## src/rtl/fetch_if.sv

```systemverilog
// Fetch-side bus bundle: instruction-memory read port plus the decode
// valid/ready channel. The master modport is the fetch unit's view.
interface fetch_if #(
  parameter int ADDR_W = 5,
  parameter int INST_W = 20
);
  logic              imem_enable;
  logic              imem_read_writenot;
  logic [ADDR_W-1:0] imem_read_address;
  logic [INST_W-1:0] imem_data;
  logic              dec_valid;
  logic              dec_ready;
  logic [INST_W-1:0] dec_inst;
  logic [ADDR_W-1:0] dec_pc;

  modport master (
    output imem_enable, imem_read_writenot, imem_read_address,
    input  imem_data,
    output dec_valid, dec_inst, dec_pc,
    input  dec_ready
  );

  modport slave (
    input  imem_enable, imem_read_writenot, imem_read_address,
    output imem_data,
    input  dec_valid, dec_inst, dec_pc,
    output dec_ready
  );
endinterface

```

## src/rtl/fetch_unit.sv

```systemverilog
// Instruction fetch stage: owns the PC, reads a 1-cycle-latency memory and
// buffers returned words in a 2-entry FIFO feeding decode.
module fetch_unit #(
  parameter int ADDR_W = 5,
  parameter int INST_W = 20
) (
  input  logic              clk,
  input  logic              rst,
  input  logic              start,
  input  logic              halt,
  input  logic              redirect,
  input  logic [ADDR_W-1:0] redirect_pc,
  fetch_if.master           bus,
  output logic              dbg_state,
  output logic [1:0]        dbg_occ
);

  // Decode handshake: a word transfers on any cycle where dec_valid and
  // dec_ready are both high; dec_inst/dec_pc hold steady while dec_valid
  // is high and dec_ready is low. dec_valid never depends on dec_ready.

  typedef enum logic {IDLE = 1'b0, RUN = 1'b1} state_t;

  state_t            state, state_next;
  logic [ADDR_W-1:0] pc;
  logic              inflight;
  logic [ADDR_W-1:0] inflight_pc;
  logic              drop;
  logic [1:0]        occ;
  logic              rd_ptr, wr_ptr;
  logic [INST_W-1:0] fifo_inst [2];
  logic [ADDR_W-1:0] fifo_pc   [2];

  logic       dec_valid;
  logic       pop, push, issue;
  logic [2:0] credit;

  always_ff @(posedge clk) begin
    if (rst) state <= IDLE;
    else     state <= state_next;
  end

  always_comb begin
    state_next = state;
    case (state)
      IDLE:    if (start && !halt) state_next = RUN;
      RUN:     if (halt)           state_next = IDLE;
      default: state_next = IDLE;
    endcase
  end

  assign dec_valid = (occ != 2'd0) && !redirect;
  assign pop       = dec_valid && bus.dec_ready;
  // Words owed to the FIFO after this edge; issuing only below 2 keeps it from overflowing.
  assign credit    = {1'b0, occ} + {2'b00, inflight} - {2'b00, pop};
  assign issue     = (state == RUN) && !halt && !redirect && (credit < 3'd2);
  // The word returning in a redirect cycle belongs to the old path.
  assign push      = inflight && !drop && !redirect;

  always_ff @(posedge clk) begin
    if (rst) begin
      pc          <= '0;
      inflight    <= 1'b0;
      inflight_pc <= '0;
      drop        <= 1'b0;
      occ         <= 2'd0;
      rd_ptr      <= 1'b0;
      wr_ptr      <= 1'b0;
    end else begin
      inflight <= issue;
      if (issue) begin
        inflight_pc <= pc;
        pc          <= pc + ADDR_W'(1);
      end
      if (redirect) pc <= redirect_pc;
      drop <= redirect && inflight;
      if (redirect) begin
        occ    <= 2'd0;
        rd_ptr <= 1'b0;
        wr_ptr <= 1'b0;
      end else begin
        if (push) wr_ptr <= ~wr_ptr;
        if (pop)  rd_ptr <= ~rd_ptr;
        case ({push, pop})
          2'b10:   occ <= occ + 2'd1;
          2'b01:   occ <= occ - 2'd1;
          default: occ <= occ;
        endcase
      end
    end
  end

  always_ff @(posedge clk) begin
    if (!rst && push) begin
      fifo_inst[wr_ptr] <= bus.imem_data;
      fifo_pc[wr_ptr]   <= inflight_pc;
    end
  end

  assign bus.imem_enable        = issue;
  assign bus.imem_read_writenot = 1'b1;
  assign bus.imem_read_address  = pc;
  assign bus.dec_valid          = dec_valid;
  assign bus.dec_inst           = (occ != 2'd0) ? fifo_inst[rd_ptr] : '0;
  assign bus.dec_pc             = (occ != 2'd0) ? fifo_pc[rd_ptr]   : '0;

  assign dbg_state = (state == RUN);
  assign dbg_occ   = occ;

endmodule

```

## src/flat_wrapper.sv

```systemverilog
// flat-port wrapper written by rule: the top's interface ports become plain ports
module fetch_unit_flat 
#(
  parameter int ADDR_W = 5,
  parameter int INST_W = 20
)
  (clk, rst, start, halt, redirect, redirect_pc, dbg_state, dbg_occ, bus_imem_enable, bus_imem_read_writenot, bus_imem_read_address, bus_imem_data, bus_dec_valid, bus_dec_inst, bus_dec_pc, bus_dec_ready);
  fetch_if #(.ADDR_W(ADDR_W), .INST_W(INST_W)) bus_i ();
  input  logic clk;
  input  logic rst;
  input  logic start;
  input  logic halt;
  input  logic redirect;
  input  logic [ADDR_W-1:0] redirect_pc;
  output logic dbg_state;
  output logic [1:0] dbg_occ;
  output wire logic [$bits(bus_i.imem_enable)-1:0] bus_imem_enable;
  output wire logic [$bits(bus_i.imem_read_writenot)-1:0] bus_imem_read_writenot;
  output wire logic [$bits(bus_i.imem_read_address)-1:0] bus_imem_read_address;
  input wire logic [$bits(bus_i.imem_data)-1:0] bus_imem_data;
  output wire logic [$bits(bus_i.dec_valid)-1:0] bus_dec_valid;
  output wire logic [$bits(bus_i.dec_inst)-1:0] bus_dec_inst;
  output wire logic [$bits(bus_i.dec_pc)-1:0] bus_dec_pc;
  input wire logic [$bits(bus_i.dec_ready)-1:0] bus_dec_ready;
  assign bus_imem_enable = bus_i.imem_enable;
  assign bus_imem_read_writenot = bus_i.imem_read_writenot;
  assign bus_imem_read_address = bus_i.imem_read_address;
  assign bus_i.imem_data = bus_imem_data;
  assign bus_dec_valid = bus_i.dec_valid;
  assign bus_dec_inst = bus_i.dec_inst;
  assign bus_dec_pc = bus_i.dec_pc;
  assign bus_i.dec_ready = bus_dec_ready;
  fetch_unit #(.ADDR_W(ADDR_W), .INST_W(INST_W)) u_core (.clk(clk), .rst(rst), .start(start), .halt(halt), .redirect(redirect), .redirect_pc(redirect_pc), .bus(bus_i), .dbg_state(dbg_state), .dbg_occ(dbg_occ));
endmodule
```

## config.mk

```make
export PLATFORM = sky130hd
export DESIGN_NAME = fetch_unit_flat
export DESIGN_NICKNAME = d
export VERILOG_FILES = /design/src/rtl/fetch_if.sv /design/src/rtl/fetch_unit.sv /design/src/flat_wrapper.sv
export SDC_FILE = /design/constraint.sdc
export NUM_CORES = 1
export LEC_CHECK = 0
export CORE_ASPECT_RATIO = 2
export CORE_MARGIN = 10
export CORE_UTILIZATION = 25
export DETAILED_ROUTE_END_ITERATION = 10
export PLACE_DENSITY = 0.51
export SYNTH_ARGS = -nofsm -noshare
export SYNTH_HDL_FRONTEND = slang
export SYNTH_SLANG_ARGS = --single-unit
```

## constraint.sdc

```tcl
create_clock -name clk -period 3.25 [get_ports clk]
set_input_delay 0.65 -clock clk [delete_from_list [all_inputs] [get_ports clk]]
set_output_delay 0.65 -clock clk [all_outputs]
set_load 0.01 [all_outputs]
```

==> results.sh <==
export IMPL_drt_wl_total_um=6290
export IMPL_place_area_um2=3700
export IMPL_antenna_cells=0
export IMPL_clock_sinks=68
export IMPL_final_layout_size_suffix_gt1_frac=0.136
export IMPL_grt_pass1_vias=1959
export IMPL_cts_tree="yes"
export IMPL_drc=0
export IMPL_p_per_area_nw_per_um2=492
export IMPL_skew_ns=0.00389
export IMPL_ys_seq_area_frac=0.664
export IMPL_ys_flop_type="edfxtp_1"
export IMPL_ioPinCount=67
export IMPL_drtIter0Drc=57
export IMPL_via_per_inst=4.29
export IMPL_whs_ns=0.454
export IMPL_synth_cell_types=38
export IMPL_dieHeight_um=170
export IMPL_path_clk_slew_ns=0.05
export IMPL_holdPathStages=0
export IMPL_final_max_slew_viol_count=0
export IMPL_crit_type="in -> out"
export IMPL_r2r_start="u_core.dbg_occ[0]"
export IMPL_initial_core_util=0.256
export IMPL_clock_latency_ns=0.32
export IMPL_grtUsageTotal=0.0817
export IMPL_grt_overflow_total=0
export IMPL_ff2ff_setup_slack_ns=0.47
export IMPL_status="finished clean"
export IMPL_synth_commonest_cells="edfxtp_1 (50), nor2_1 (38), mux2i_1 (30), dfxtp_1 (18), nand2b_1 (11)"
export IMPL_fin_area_um2=4020
export IMPL_setup_viol=0
export IMPL_worstReg2RegEnd="u_core.bus.imem_read_address[3]"
export IMPL_synthArstFlopShare=0
export IMPL_synth_edf_count=50
export IMPL_ys_warnings_count=0
export IMPL_startpoint_type="input pin"
export IMPL_core_um2=10900
export IMPL_root_buffer="clkbuf_16"
export IMPL_tns_ns=0
export IMPL_io_buffers=65
export IMPL_row_count=54
export IMPL_fmax_mhz=321
export IMPL_wl_per_cell_um=14.5
export IMPL_syn_cell_area_um2=2800
export IMPL_cts_buffers=9
export IMPL_yosysMostFrequentCell="edfxtp_1"
export IMPL_instances_no_fill=435
export IMPL_gp_routability_congestion=0.728
export IMPL_first_pass_iters=4
export IMPL_synthToLayoutAreaGrowth_pct=43.5
export IMPL_htree_levels=3
export IMPL_r2r_cells=11
export IMPL_fillers=1085
export IMPL_rsz0062_at_grt="no"
export IMPL_hpwlAfterDp_um=4590
export IMPL_hold_end="u_core.fifo_pc[0][3]"
export IMPL_hold_start="u_core.inflight_pc[3]"
export IMPL_via_count=1865
export IMPL_synth_top_area_cell="edfxtp_1"
export IMPL_dp_cells=416
export IMPL_postCtsHoldBufs=0
export IMPL_yosys_top_cells_area="edfxtp_1 (54%), dfxtp_1 (13%), mux2i_1 (11%)"
export IMPL_p_leak_uw=0.00131
export IMPL_period_needed_ns=3.11
export IMPL_drv_cap=0
export IMPL_irDropWorstVdd_uv=248
export IMPL_hold_viol=0
export IMPL_critPathRequiredTime_ns=2.60
export IMPL_die_area_um2=16100
export IMPL_avgSynthCellArea_um2=13.6
export IMPL_synthCells=206
export IMPL_path_max_fanout=2
export IMPL_die_x_um=94.9
export IMPL_synth_seq_cells=68
export IMPL_antenna_found_initial=0
export IMPL_ctsLongestPathBuffers=2
export IMPL_fin_crit_sh=0.958
export IMPL_nets=325
export IMPL_arrival_ns=2.46
export IMPL_grt_pass1_wl_um=9700
export IMPL_synth_nets=241
export IMPL_end_kind="output pin"
export IMPL_synth_top_area_share=0.535
export IMPL_hold_path_class="reg -> reg"
export IMPL_grt_max_degree=26
export IMPL_ant_nets=0
-- sequential cells by signal (all words and copies together) (netlist names), named ones only --
signal	cells
u_core.wr_ptr	1
u_core.dbg_state	1
u_core.bus.imem_read_address	5
u_core.dbg_occ	2
u_core.drop	1
u_core.inflight_pc	5
u_core.fifo_pc	10
u_core.fifo_inst	40
u_core.inflight	1
u_core.rd_ptr	1
-- layout make-up --
class	count	area [µm²]	area share
clock buffer	14	264	0.0656
clock inverter	2	33.8	0.00840
inverter	3	11.3	0.00280
multi-input combinational	125	897	0.223
sequential	68	1860	0.463
tap	140	175	0.0435
timing repair buffer	83	779	0.194
-- critical path: stages --
cell and delay, ns:
clkdlybuf4s15_1 0.19, nor2_2 0.11, and2_4 0.15, ha_1 0.22, nand2b_4 0.14, fa_1 0.50, nand4bb_1 0.16, nor2_2 0.17
buf_2 0.16
-- how the worst max path moves through the flow --
| stage | startpoint | endpoint | slack, ns |
|---|---|---|---|
| after floorplan | redirect | bus_imem_enable | 0.008 |
| after global placement | redirect | bus_imem_enable | -0.56 |
| after detailed placement | redirect | bus_imem_enable | -0.57 |
| after CTS | redirect | bus_imem_enable | 0.02 |
| after global routing | redirect | bus_imem_enable | 0.007 |
| final | redirect | bus_imem_enable | 0.14 |
-- cell usage in the layout, fill, tap and decap left out, types with 3 or more instances in the layout --
cell / count
nor2_1: 35
xnor2_1: 3
nand2b_1: 10
nor2_2: 4
a311oi_1: 4
o21ai_0: 3
mux2i_1: 30
buf_4: 18
clkbuf_1: 3
ha_1: 3
edfxtp_1: 50
clkdlybuf4s50_1: 62
clkbuf_16: 9
dfxtp_1: 17
nand2_1: 4
-- per-stage QoR --
stage | total power [µW] | setup WS (ns) | utilization
after detailed placement | 1050 | -0.566 | 0.338
final | 1980 | 0.138 | 0.368
after global routing | 2060 | 0.00731 | 0.368
after CTS | 2010 | 0.0188 | 0.366
after floorplan | 987 | 0.00804 | -
after global placement | 1050 | -0.562 | 0.338
-- cell families (layout without fill, tap and decap cells) --
| group | Yosys count | count (layout) | share of synthesized area |
|---|---|---|---|
| and+or+nand+nor | 70 | 70 | 0.123 |
| DFF | 68 | 68 | 0.664 |
| muxes | 30 | 30 | 0.107 |
| AOI/OAI and AO/OA | 14 | 14 | 0.0361 |
| buffers and inverters | 13 | 102 | 0.0223 |
| xor gates and xnor gates | 6 | 6 | 0.0254 |
| adders and majority gates | 4 | 4 | 0.0205 |
| other | 1 | 1 | 0.00134 |
-- where the power goes --
part / total [µW] / leakage [µW] / internal, µW / switching (µW)
logic: 85.3 / 0.000586 / 54.2 / 31.1
clock network: 951 / 0.000145 / 633 / 318
registers: 944 / 0.000578 / 936 / 8.16
total: 1980 / 0.00131 / 1620 / 357
-- what timing repair did --
| item | 4_1_cts | 5_1_grt |
|---|---|---|
| cloned | 0 | 0 |
| endpoints found under the setup margin | 1 | 1 |
| buffers inserted | 1 | 2 |
| pin swaps | 3 | 4 |
| gates resized for setup | 8 | 2 |
-- per-layer routing --
layer	wire [µm]	global-route usage	share of wire	vias up
met5	0	0	0	-
met4	141	0.0517	0.022	0
met3	396	0.0359	0.063	12
met2	3440	0.143	0.55	51
met1	2310	0.0737	0.37	892
li1	-	-	-	910
Note: power is estimated with default switching activity, not from simulation.
